### src/rtl/serial_alu_sequencer.sv
// Bit-serial ALU sequencer: walks a WIDTH-bit operation through a 1-bit ALU slice
// LSB-first, carrying between bits in a flip-flop, and reports result, zero, overflow, done.
module serial_alu_sequencer #(
  parameter int WIDTH = 32
) (
  input  logic             clk,
  input  logic             reset,
  input  logic             start,
  input  logic [2:0]       alu_op,
  input  logic [WIDTH-1:0] a,
  input  logic [WIDTH-1:0] b,
  output logic             busy,
  output logic             done,
  output logic [WIDTH-1:0] result,
  output logic             zero,
  output logic             overflow,
  output logic             invalid_op,
  output logic             slice_a,
  output logic             slice_b,
  output logic             slice_cin,
  output logic             slice_ainvert,
  output logic             slice_binvert,
  output logic             slice_less_xor,
  output logic             slice_op1,
  output logic             slice_op0,
  input  logic             slice_result,
  input  logic             slice_cout
);

  localparam int IW = (WIDTH > 1) ? $clog2(WIDTH) : 1;

  localparam logic [2:0] OP_AND = 3'b000;
  localparam logic [2:0] OP_OR  = 3'b001;
  localparam logic [2:0] OP_XOR = 3'b011;
  localparam logic [2:0] OP_SLT = 3'b111;

  typedef enum logic [1:0] {IDLE, RUN, SLT_FIX, DONE} state_t;

  state_t           state, next_state;
  logic [IW-1:0]    idx;
  logic [WIDTH-1:0] a_reg, b_reg;
  logic [2:0]       op_reg;
  logic             carry;
  logic [WIDTH-1:0] result_next;

  // 100/101 are the only invalid encodings; SUB and SLT (11x) need B inverted and carry-in 1.
  logic start_valid, start_sub, op_sub, op_arith, last_bit;
  assign start_valid = !(alu_op[2] && !alu_op[1]);
  assign start_sub   = alu_op[2] && alu_op[1];
  assign op_sub      = op_reg[2] && op_reg[1];
  assign op_arith    = (op_reg == 3'b010) || op_sub;
  assign last_bit    = (idx == IW'(WIDTH - 1));

  assign busy          = (state == RUN) || (state == SLT_FIX);
  assign done          = (state == DONE);
  assign slice_ainvert = 1'b0;
  assign slice_binvert = 1'b0;

  always_comb begin
    // NOTE: every output of this block gets a default first so no path can infer a latch.
    next_state     = state;
    result_next    = result;
    slice_a        = 1'b0;
    slice_b        = 1'b0;
    slice_cin      = 1'b0;
    slice_less_xor = 1'b0;
    slice_op1      = 1'b0;
    slice_op0      = 1'b0;
    case (state)
      IDLE: begin
        if (start) begin
          next_state = start_valid ? RUN : DONE;
          if (!start_valid) result_next = '0;
        end
      end
      RUN: begin
        slice_a   = a_reg[idx];
        slice_b   = b_reg[idx];
        slice_cin = (idx == '0) ? op_sub : carry;
        case (op_reg)
          OP_AND:  {slice_op1, slice_op0} = 2'b00;
          OP_OR:   {slice_op1, slice_op0} = 2'b01;
          OP_XOR: begin
            {slice_op1, slice_op0} = 2'b11;
            slice_less_xor         = 1'b1;
          end
          default: {slice_op1, slice_op0} = 2'b10;
        endcase
        result_next[idx] = slice_result;
        if (last_bit) next_state = (op_reg == OP_SLT) ? SLT_FIX : DONE;
      end
      SLT_FIX: begin
        result_next = {{(WIDTH-1){1'b0}}, result[WIDTH-1] ^ overflow};
        next_state  = DONE;
      end
      DONE:    next_state = IDLE;
      default: next_state = IDLE;
    endcase
  end

  // NOTE: sequential state uses non-blocking assignments so every register samples pre-edge values.
  always_ff @(posedge clk or posedge reset) begin
    if (reset) begin
      state      <= IDLE;
      idx        <= '0;
      a_reg      <= '0;
      b_reg      <= '0;
      op_reg     <= '0;
      carry      <= 1'b0;
      result     <= '0;
      zero       <= 1'b0;
      overflow   <= 1'b0;
      invalid_op <= 1'b0;
    end else begin
      state  <= next_state;
      result <= result_next;
      if (state == IDLE && start) begin
        a_reg      <= a;
        b_reg      <= start_sub ? ~b : b;
        op_reg     <= alu_op;
        idx        <= '0;
        carry      <= 1'b0;
        zero       <= 1'b0;
        overflow   <= 1'b0;
        invalid_op <= !start_valid;
      end
      if (state == RUN) begin
        carry <= slice_cout;
        idx   <= idx + 1'b1;
        if (last_bit) overflow <= op_arith && (slice_cin ^ slice_cout);
      end
      // Zero is taken from the value being written so it lines up with done.
      if (next_state == DONE) zero <= (result_next == '0);
    end
  end

endmodule
### config.mk
export PLATFORM = sky130hd
export DESIGN_NAME = serial_alu_sequencer
export DESIGN_NICKNAME = d
export VERILOG_FILES = /design/src/rtl/serial_alu_sequencer.sv
export SDC_FILE = /design/constraint.sdc
export NUM_CORES = 1
export LEC_CHECK = 0
export ABC_AREA = 1
export CAP_MARGIN = 20
export CORE_ASPECT_RATIO = 1.25
export CORE_MARGIN = 8
export CORE_UTILIZATION = 53
export CTS_CLUSTER_DIAMETER = 100
export CTS_CLUSTER_SIZE = 14
export DETAILED_ROUTE_END_ITERATION = 10
export HOLD_SLACK_MARGIN = 0.05
export PLACE_DENSITY = 0.79
export SLEW_MARGIN = 30
export SYNTH_ARGS = -nofsm -noshare
export SYNTH_HDL_FRONTEND = slang
export SYNTH_SLANG_ARGS = --single-unit
### constraint.sdc
create_clock -name clk -period 5.6 [get_ports clk]
set_input_delay 1.4 -clock clk [delete_from_list [all_inputs] [get_ports clk]]
set_output_delay 1.4 -clock clk [all_outputs]
set_load 0.01 [all_outputs]
# Word level (Yosys, flattened, before mapping)
# Cells that the tools add are included.
# word_totals
reg_bits,110
in_bits,72
out_inout_bits,45
word_cells,76
# classes
addsub,1
magnitude_cmp,2
n_eq_ne,9
n_mux,34
n_bitwise,3
reduce_logical,17
# ops
op,count
two-way mux 32 bit,3
one-hot mux 32 bit (3 select lines),1
bitwise mux 32 bit,1
zero test 32 bit,1
inverter 32 bit,1
two-way mux 1 bit,20
binary-select mux 1 bit (select 5 bit),2
two-way mux 5 bit,2
one-hot mux 2 bit (4 select lines),1
"== test 2 bit, second input constant",3
"== test 3 x 2 -> 1 bit, second input constant",2
logical AND 1 bit,6
"< comparator 5 x 6 -> 1 bit, second input constant",1
two-way mux 2 bit,3
"adder 5 x 1 -> 5 bit, second input constant",1
demux 1 bit (select 5 bit),1
"== test 5 bit, second input constant",1
"greater-or-equal comparator 5 x 1 -> 1 bit, second input constant",1
zero test 5 bit,1
nonzero test 2 bit,2
OR reduction 2 bit,2
"== test 3 x 1 -> 1 bit, second input constant",1
"== test 3 bit, second input constant",1
zero test 3 bit,1
other kinds (5),7

# Logic depth before layout (Yosys ltp)
# logic_depth
ltp_word,8
depth_mapped,14
depth_no_buf,13

# Worst setup path before layout
# OpenSTA, ideal clock, no wires.
# synth_path
path_kind,reg2out
start,reg idx[0]
end,out slice_cin
arrival_ps,1673
t_required_ps,4200
path_slack_ps,2527
path_stages_with_launch,10
path_buffers,3
cell_sequence,dfrtp_1 > buf_2 > clkinv_1 > clkbuf_1 > ha_1 > buf_2 > nand2_1 > nand2_1 > nand3_1 > inv_1
# synth_via
elab_chain_cells,3
# synth_lines
item,line,source
start: declaration,40,logic [IW-1:0] idx;
start signal: assignment,129,idx <= idx + 1'b1;
zero test 5 bit,79,slice_cin = (idx == '0) ? op_sub : carry;
two-way mux 1 bit,79,
two-way mux 1 bit,69,case (state)
end: declaration,20,"output logic slice_cin,"
# No other way between the ends.

# Worst setup path in the final report
# Same ends and word-level chain as after synthesis.

==> key figures <==
Status
  – Status: complete, no violations

Timing
  – Slew Viols, Final: 0
  – Fmax achieved: 202 MHz
  – Tcrit/Tclk final: 0.883
  – Clock skew: 7.48 ps
  – Worst slew margin: 0.388
  – Worst-margin pin slew: 912 ps
  – Setup TNS: 0 ps
  – Final Hold Viols: 0
  – # setup viols final: 0
  – RSZ-0062 raised after global routing: no
  – Post-route setup slack: 652 ps
  – Tmin final: 4950 ps

Synth
  – Synth Register Bits: 110
  – Top cells by count, synth: nand2_1, dfrtp_1, o21ai_0
  – Synth Warn #: 0
  – Mapped Area: 0.00614 sq mm
  – Count leader, synth: nand2_1
  – Netlist cell types: 36
  – Ys flop type: dfrtp_1
  – Synth top area share: 0.449
  – Post-synthesis sequential area ratio: 0.449
  – Mean Syn Cell Area: 7.61 sq um
  – Largest cells by area after synthesis: dfrtp_1, nand2_1, o21ai_0
  – Async SR Flop Fraction: 1.00
  – EDFF count, synth: 0
  – Cell taking the most area after synthesis: dfrtp_1
  – Cells after synthesis: 806

GRT
  – Grt ovf: 0
  – GRT met2 Usage: 0.377
  – First-pass GRT wire length: 25600 um
  – Largest net degree at the start of global routing: 106
  – Number of global-route vias before repair: 5423
  – Met3 track demand over resource: 0.0311
  – Initial antenna violation count: 0
  – Grt peak-use layer: met2
  – Total Routing Usage GR: 0.206
  – M1 GR Usage: 0.229

Layout
  – Fin nets: 968
  – Antenna fix cells: 0
  – Share of post-route cells with drive strength above 1: 0.0482
  – Syn-to-layout area delta: 22.2%
  – Design Area, Final: 0.00750 sq mm
  – Fin cells: 1030
  – Fill cell count: 993

Routing
  – Vias: 5612
  – Drt total wl: 16000 um
  – Post-route ant nets: 0
  – First-pass detailed-route iteration total: 5
  – WL per Instance: 15.6 um
  – Via-per-instance ratio: 5.45
  – DRC violations left: 0
  – Initial DRC count: 416

Worst hold path
  – Hold Path End: b_reg[17]
  – Hold path start: b_reg[17]
  – Min-Delay Path Class: flip-flop to flip-flop
  – Hold Path Depth: 2

CTS
  – Clock slew at reported path FFs: 70 ps
  – Root Driver: clkbuf_16
  – Hold Buf Count CTS: 0
  – CTS buffer count: 9
  – Post-cts sizing count: 0
  – Sink Count: 110
  – H-Tree Depth: 3
  – Clock buffer depth: 2
  – CTS tree: built
  – Worst skew pair latency: 350 ps
  – Post-CTS setup repair buffer count: 0

Floorplan
  – Die Span Y: 136 um
  – Core box area: 0.0115 sq mm
  – IO Pins: 117
  – Number of cell rows: 44
  – Die area: 0.0153 sq mm
  – Die width: 112 um
  – Initial core utilization: 0.536

Power
  – Pwr/cell area: 475 mW/mm^2
  – Max rail drop VDD: 243 uV
  – P_leak: 3.59 nW

Setup path
  – Worst path required time: 4200 ps
  – Critical Path Fanout Max: 36
  – Arrival @ worst endpoint: 3550 ps
  – Worst R2R Setup Slack: 2300 ps
  – Crit start category: flip-flop
  – Reg-to-Reg End: zero
  – R2R cell count: 12
  – CP Capture Type: primary output
  – Crit path launch: idx[0]
  – R2R Path Start: idx[0]
  – Critical path class: flip-flop to primary output

Placement
  – Port-buffer cells: 114
  – Placed cell area: 0.00720 sq mm
  – Placed instance count: 1014
  – DP HPWL: 11500 um
  – Post-place setup slack: 1100 ps
  – Gpl congestion: 0.895

Run
  – Max-cap violations: 0
==> how the worst max path moves through the flow <==
stage | endpoint | cells past startpoint
finish | slice_cin | 9
global route | slice_cin | 9
CTS | slice_cin | 9
detailed placement | slice_cin | 9
global placement | slice_cin | 9
floorplan | a_reg[0] | 1
==> cells by family after synthesis <==
kind of cell / count (synthesis) / share of synthesized area
AO/OA/AOI/OAI: 116 / 0.105
AND/OR/NAND/NOR: 438 / 0.302
adder cells (fa/ha/maj): 9 / 0.0184
other: 1 / 0.000611
flip-flops: 110 / 0.449
buffers and inverters: 99 / 0.0787
XOR/XNOR: 33 / 0.0471
==> layer usage <==
layer / share of wire / up-vias
li1: - / 2753
met1: 0.40 / 2631
met2: 0.52 / 196
met3: 0.054 / 32
met4: 0.027 / 0
met5: 0 / -
==> power breakdown <==
group | internal [W] | switching, W | total, W
clock network | 0.000348 | 0.000297 | 0.000644
registers | 0.00108 | 0.000255 | 0.00133
logic | 0.000572 | 0.00101 | 0.00158
==> cells in the final DEF, fill, tap and decap left out <==
master           count
nor2_4               5
clkinv_1             3
nand2_2              6
nand2_4              1
nand2_1            272
o21bai_2             1
o211ai_1             1
inv_1               41
nor2_2               3
clkinv_2             1
nand4_1             18
nor2_8               1
clkinvlp_4           3
a21oi_1              7
inv_2                3
bufinv_16            1
o22ai_1             16
o32ai_1              1
o21bai_1             6
conb_1               2
inv_4                3
a22o_1               4
dfrtp_1            110
nor2_1              68
xor2_1              33
clkinv_4             2
o21ai_0             77
buf_4                4
nor3b_1              1
nand3_1             63
a31oi_1              1
clkdlybuf4s50_1    114
ha_1                 9
o21ai_1              2
clkbuf_16            9
==> metrics by stage <==
| stage | total power (W) | utilization | hold slack (ps) |
|---|---|---|---|
| finish | 0.00356 | 0.655 | 489 |
| global route | 0.00381 | 0.655 | 497 |
| CTS | 0.00356 | 0.655 | 486 |
| detailed placement | 0.00291 | 0.629 | 468 |
| global placement | 0.00285 | 0.629 | 461 |
| floorplan | 0.00246 | - | 444 |
==> cell type report <==
cell class                 instances  area [sq um]  area share
clock buffer                       9           225      0.0300
clock inverter                     7          75.1      0.0100
inverter                          50           195      0.0260
multi-input combinational        598          2910       0.388
sequential                       110          2750       0.367
tap                              138           173      0.0230
timing repair buffer             118          1170       0.156
==> critical path, cell delays in order (launching register included) <==
cell             delay, ps
dfrtp_1                330
buf_4                  310
clkinv_1               750
ha_1                   730
inv_1                  190
nor2_1                  90
nand2_1                 60
nand3_1                100
inv_1                   90
clkdlybuf4s50_1        550
Note: power is estimated with default switching activity, not from simulation.
